$ cat config.mk
export PLATFORM = sky130hd
export DESIGN_NAME = switch_scan_ctrl
export DESIGN_NICKNAME = d
export VERILOG_FILES = /design/src/rtl/switch_ctrl_pkg.sv /design/src/rtl/scan_tick_gen.sv /design/src/rtl/switch_scan_ctrl.sv
export SDC_FILE = /design/constraint.sdc
export NUM_CORES = 1
export LEC_CHECK = 0
export ABC_AREA = 1
export CORE_AREA = 4 4 100 102
export DETAILED_ROUTE_END_ITERATION = 6
export DIE_AREA = 0 0 104 106
export PLACE_DENSITY = 0.65
export SKIP_LAST_GASP = 1
export SYNTH_ARGS = -nofsm -noshare
export SYNTH_HDL_FRONTEND = slang
export SYNTH_SLANG_ARGS = --single-unit
$ cat constraint.sdc
create_clock -name i_clk -period 5.4 [get_ports i_clk]
set_clock_uncertainty 0.2 [all_clocks]
set_input_delay 1.08 -clock i_clk [delete_from_list [all_inputs] [get_ports i_clk]]
set_output_delay 1.08 -clock i_clk [all_outputs]
set_load 0.005 [all_outputs]
$ cat src/rtl/switch_ctrl_pkg.sv
// switch_ctrl_pkg: shared scan FSM states and width helpers for switch_scan_ctrl
package switch_ctrl_pkg;
  typedef enum logic [1:0] {WAIT, STROBE, EVAL} scan_state_e;
  function automatic int idx_w(input int n);
    return (n > 1) ? $clog2(n) : 1;
  endfunction
  function automatic int cnt_w(input int s);
    return $clog2(s + 1);
  endfunction
endpackage

$ cat src/rtl/scan_tick_gen.sv
// scan_tick_gen: enable-gated prescaler, one-cycle pulse on terminal count
module scan_tick_gen #(
  parameter int PRESCALE = 50000
) (
  input  logic i_clk,
  input  logic i_reset,
  input  logic i_enable,
  output logic o_tick
);
  localparam int W = $clog2(PRESCALE);
  logic [W-1:0] r_pcnt;
  assign o_tick = i_enable && (r_pcnt == W'(PRESCALE - 1));
  always_ff @(posedge i_clk) begin
    if (i_reset) r_pcnt <= '0;
    else if (i_enable) r_pcnt <= o_tick ? '0 : r_pcnt + 1'b1;
  end
endmodule

$ cat src/rtl/switch_scan_ctrl.sv
// switch_scan_ctrl: round-robin switch strobe scheduler with per-channel debounce.
// SWITCH_SCAN_EVENT_EN enables the valid/ready event port and commit deferral.
module switch_scan_ctrl
  import switch_ctrl_pkg::*;
#(
  parameter int N_SWITCHES   = 8,
  parameter int PRESCALE     = 50000,
  parameter int STABLE_COUNT = 4
) (
  input  logic                          i_clk,
  input  logic                          i_reset,
  input  logic                          i_enable,
  output logic [N_SWITCHES-1:0]         o_sample,
  input  logic [N_SWITCHES-1:0]         i_switch,
  output logic [N_SWITCHES-1:0]         o_state,
  output logic                          o_evt_valid,
  input  logic                          i_evt_ready,
  output logic [$clog2(N_SWITCHES)-1:0] o_evt_index,
  output logic                          o_evt_level
);
  localparam int IW = idx_w(N_SWITCHES);
  localparam int CW = cnt_w(STABLE_COUNT);
`ifdef SWITCH_SCAN_EVENT_EN
  localparam bit EVT_EN = 1'b1;
`else
  localparam bit EVT_EN = 1'b0;
`endif
  scan_state_e           r_fsm, w_fsm_nxt;
  logic [IW-1:0]         r_idx, r_evt_idx;
  logic [CW-1:0]         r_dcnt [N_SWITCHES];
  logic [N_SWITCHES-1:0] r_state;
  logic                  r_valid, r_level;
  logic                  w_tick, w_eval, w_samp, w_diff, w_ripe, w_full, w_commit;
  logic [CW-1:0]         w_dcnt;

  scan_tick_gen #(.PRESCALE(PRESCALE)) u_tick (
    .i_clk   (i_clk),
    .i_reset (i_reset),
    .i_enable(i_enable),
    .o_tick  (w_tick)
  );

  assign w_eval   = r_fsm == EVAL;
  assign w_samp   = i_switch[r_idx];
  assign w_dcnt   = r_dcnt[r_idx];
  assign w_diff   = w_samp != r_state[r_idx];
  assign w_ripe   = int'(w_dcnt) + 1 >= STABLE_COUNT;
  // A ripe change waits at STABLE_COUNT-1 while an unaccepted event occupies the slot
  assign w_full   = EVT_EN && r_valid && !i_evt_ready;
  assign w_commit = w_eval && w_diff && w_ripe && !w_full;

  always_comb begin
    w_fsm_nxt = (r_fsm == STROBE) ? EVAL : (w_tick ? STROBE : WAIT);
  end

  always_ff @(posedge i_clk) begin
    if (i_reset) r_fsm <= WAIT;
    else r_fsm <= w_fsm_nxt;
  end

  always_ff @(posedge i_clk) begin
    if (i_reset) begin
      r_idx     <= '0;
      r_state   <= '0;
      r_valid   <= 1'b0;
      r_evt_idx <= '0;
      r_level   <= 1'b0;
      for (int k = 0; k < N_SWITCHES; k++) r_dcnt[k] <= '0;
    end else begin
      r_valid <= EVT_EN && (w_commit || (r_valid && !i_evt_ready));
      if (w_eval) begin
        r_idx         <= (r_idx == IW'(N_SWITCHES - 1)) ? '0 : r_idx + 1'b1;
        r_dcnt[r_idx] <= !w_diff ? '0 : !w_ripe ? w_dcnt + 1'b1 : w_full ? CW'(STABLE_COUNT - 1) : '0;
      end
      if (w_commit) begin
        r_state[r_idx] <= w_samp;
        r_evt_idx      <= r_idx;
        r_level        <= w_samp;
      end
    end
  end

  assign o_sample    = (r_fsm == STROBE) ? N_SWITCHES'(1) << r_idx : '0;
  assign o_state     = r_state;
  assign o_evt_valid = r_valid;
  assign o_evt_index = EVT_EN ? r_evt_idx : '0;
  assign o_evt_level = EVT_EN && r_level;
endmodule

==> reports/qor.txt <==
================================================================================
Number of detailed-routing iterations run before antenna repair                4
TritonCTS clock tree                                                        done
Max-capacitance violation count                                                0
Max-slew violation count                                                       0
Final ANT Viol Nets                                                            0
Die area                                                               11000 um2
Hold-fix buffers at CTS                                                        0
Width of the die                                                          104 um
GP Congestion                                                              0.802
Leak pwr                                                                 1.46 nW
Timing-limited maximum frequency                                       0.291 GHz
Root buf cell                                                           clkbuf_8
Core area                                                               9110 um2
Number of antenna violations at the first check in global routing              0
PnR Total Power                                                           743 uW
Clock latency on the worst-skew pair                                     0.31 ns
Critical path startpoint category                                      flip-flop
Sink Count                                                                    56
Final cell count without fillers                                             564
Number of different library cells in the post-synthesis netlist               37
Per-instance average area after synthesis                               7.48 um2
Number of global-route vias before repair                                   2479
Synthesis-to-finish area growth                                            13.5%
Estimated wirelength of the detail-placed design                         4870 um
Total Neg Setup Slack                                                       0 ns
Area of all sequential standard cells                                   1360 um2
Mapped Cells                                                                 422
Power per cell area                                                   207 nW/um2
Fin. Hold Viols                                                                0
Buffers inserted during post-CTS setup optimization                            0
Type of destination of the critical path                              output pin
Hold crit path type                                                 flip-flop to flip-flop
Starting density of the core                                               34.7%
Required time reported for the critical path endpoint                    4.12 ns
Net count reported at finish                                                 472
Detailed-route vias per instance                                            4.73
Clock transition at path regs                                            0.10 ns
Setup violation total in the final timing report                               0
Total track usage                                                          12.0%
Sequential-to-total area share from yosys stat                             43.1%
Number of remaining DRC errors                                                 0
Fraction of layout cells with a size suffix above 1                        10.6%
Height of the die                                                         106 um
Io pins                                                                       33
Syn. warnings                                                                  0
Run status                                                          finished, final reports clean
Antenna diode instance count                                                   0
CP Class                                                            flip-flop to output pin
Filler cell count                                                            956
Max Fanout on Critical Path                                                   16
Count of standard-cell rows                                                   35
Tcrit/Tclk final                                                           63.6%
Total global routing overflow                                                  0
Synthesized area                                                        3160 um2
Largest net degree at the start of global routing                             22
Actual slew at the worst max-slew pin                                   0.718 ns
Worst path arrival time                                                  2.15 ns
WL per Instance                                                          11.6 um
Slew headroom                                                              52.1%
CTS buffer count                                                               5
Post-Place Cells                                                             556
Detailed-route via count                                                    2669
Worst ir drop on vdd                                                    0.139 mV
Register bit count reported by yosys                                          56
Gates resized, CTS repair                                                      0
Starting DRT DRC Count                                                       114
Area occupied by multi-input gates                                      1510 um2
Unrepaired setup endpoints after global routing                               no
Count of port buffers added during placement                                  26
H-tree Lvls                                                                    2
Total routed wirelength                                                  6560 um
Tmin final                                                               3.43 ns
Global-route wire length before repair                                  11100 um
Number of buffers on the longest clock path                                    2
================================================================================
worst max-delay path, cell delays in order, from the launching register on:
cell,delay [ns]
dfxtp_1,0.70
inv_2,0.27
ha_1,0.29
inv_1,0.07
nor3_1,0.05
clkdlybuf4s50_1,0.47
final timing paths:
kind / startpoint / to / slack [ns] / cells after the start
hold / removal: u_tick.r_pcnt[7]$_SDFFE_PP0P_ / u_tick.r_pcnt[7]$_SDFFE_PP0P_ / 0.31 / 2
setup / recovery: r_idx[0]$_SDFFE_PP0N_ / o_sample[0] / 1.97 / 5
setup reg to reg: flip-flop / r_dcnt[3][0]$_SDFFCE_PN0P_ / 2.73 / 14
hold reg to reg: u_tick.r_pcnt[7]$_SDFFE_PP0P_ / u_tick.r_pcnt[7]$_SDFFE_PP0P_ / 0.31 / 2
cell usage after synthesis (all sizes together):
cell type  count  area (um2)
a21oi         11        66.3
nor3b          3        27.5
buf           13         104
o21a           1        7.51
conb           1        3.75
o31ai          1        7.51
o211ai         1        7.51
nor2          54         225
nand4         14        87.6
nand2        131         524
dfxtp         32         641
inv           57         214
nor4           2        12.5
o21ai          5        25.0
clkinv         3        11.3
ha             8         100
a211oi         4        30.0
nand3         26         153
edfxtp        24         721
or3            1        6.26
xor2           4        35.0
nor3          22         126
nand3b         2        15.0
clkbuf         2        7.51
where the power goes:
| part | internal (mW) | switching (mW) | total, mW |
|---|---|---|---|
| sequential | 0.452 | 0.00394 | 0.455 |
| combinational | 0.0165 | 0.0302 | 0.0467 |
| clock | 0.0950 | 0.146 | 0.241 |
cell families after synthesis:
kind of cell	synth area share [%]
other	0.119
AND/OR/NAND/NOR	37.3
flip-flops	43.1
buffers and inverters	10.7
adder cells (fa/ha/maj)	3.17
XOR/XNOR	1.11
AO/OA/AOI/OAI	4.56
area by class of cell:
class / instances / share of cell area, %
well taps: 111 / 3.87
multi-input cells: 303 / 42.0
clock buffers: 5 / 1.92
flip-flops and latches: 56 / 38.0
inverters: 60 / 6.28
clock inverters: 3 / 0.698
repair buffers: 26 / 7.26
layer usage:
layer,GRT usage [%],up-vias,share of wire [%]
li1,-,1396,-
met1,14.5,1207,44
met3,2.00,12,3.7
met2,21.4,54,50
met5,0,-,0
met4,4.46,0,2.0
placed cells by master, fill, tap and decap left out, types with 2 or more instances in the layout:
cell type        netlist  final
a211oi_1               4      4
nor2_1                45     45
ha_1                   8      8
nor4_1                 2      2
edfxtp_1              24     24
nand3_2                2      2
nand2_2                7      7
nor2_2                 9      9
inv_1                 42     42
nor3_1                20     20
nand3b_1               2      2
conb_1                 1     13
clkbuf_8               0      5
dfxtp_1               32     32
nor3b_1                2      2
inv_6                  0      2
nand2_4                2      2
clkdlybuf4s50_1        0     26
o21ai_1                4      4
nand4_1               14     14
xor2_1                 4      4
nand3_1               23     23
nand2_1              122    122
inv_2                 15     15
a21oi_1               10     10
clkinv_1               3      3
metrics by stage:
stage | setup WS (ns) | hold slack [ns] | cell area, um2 | utilization (%)
after floorplan | 3.04 | 0.258 | 3200 | -
after global placement | 1.93 | 0.284 | 3490 | 38.3
after detailed placement | 1.94 | 0.293 | 3490 | 38.3
after CTS | 1.93 | 0.309 | 3580 | 39.4
after global routing | 1.83 | 0.339 | 3580 | 39.4
final | 1.97 | 0.311 | 3580 | 39.4
flip-flops by register name (all words and copies together), names as in the netlist, named ones only:
| register | flops |
|---|---|
| r_dcnt | 24 |
| r_fsm | 2 |
| o_state | 8 |
| r_idx | 3 |
| u_tick.r_pcnt | 16 |
(Power assumes the default switching activity.)
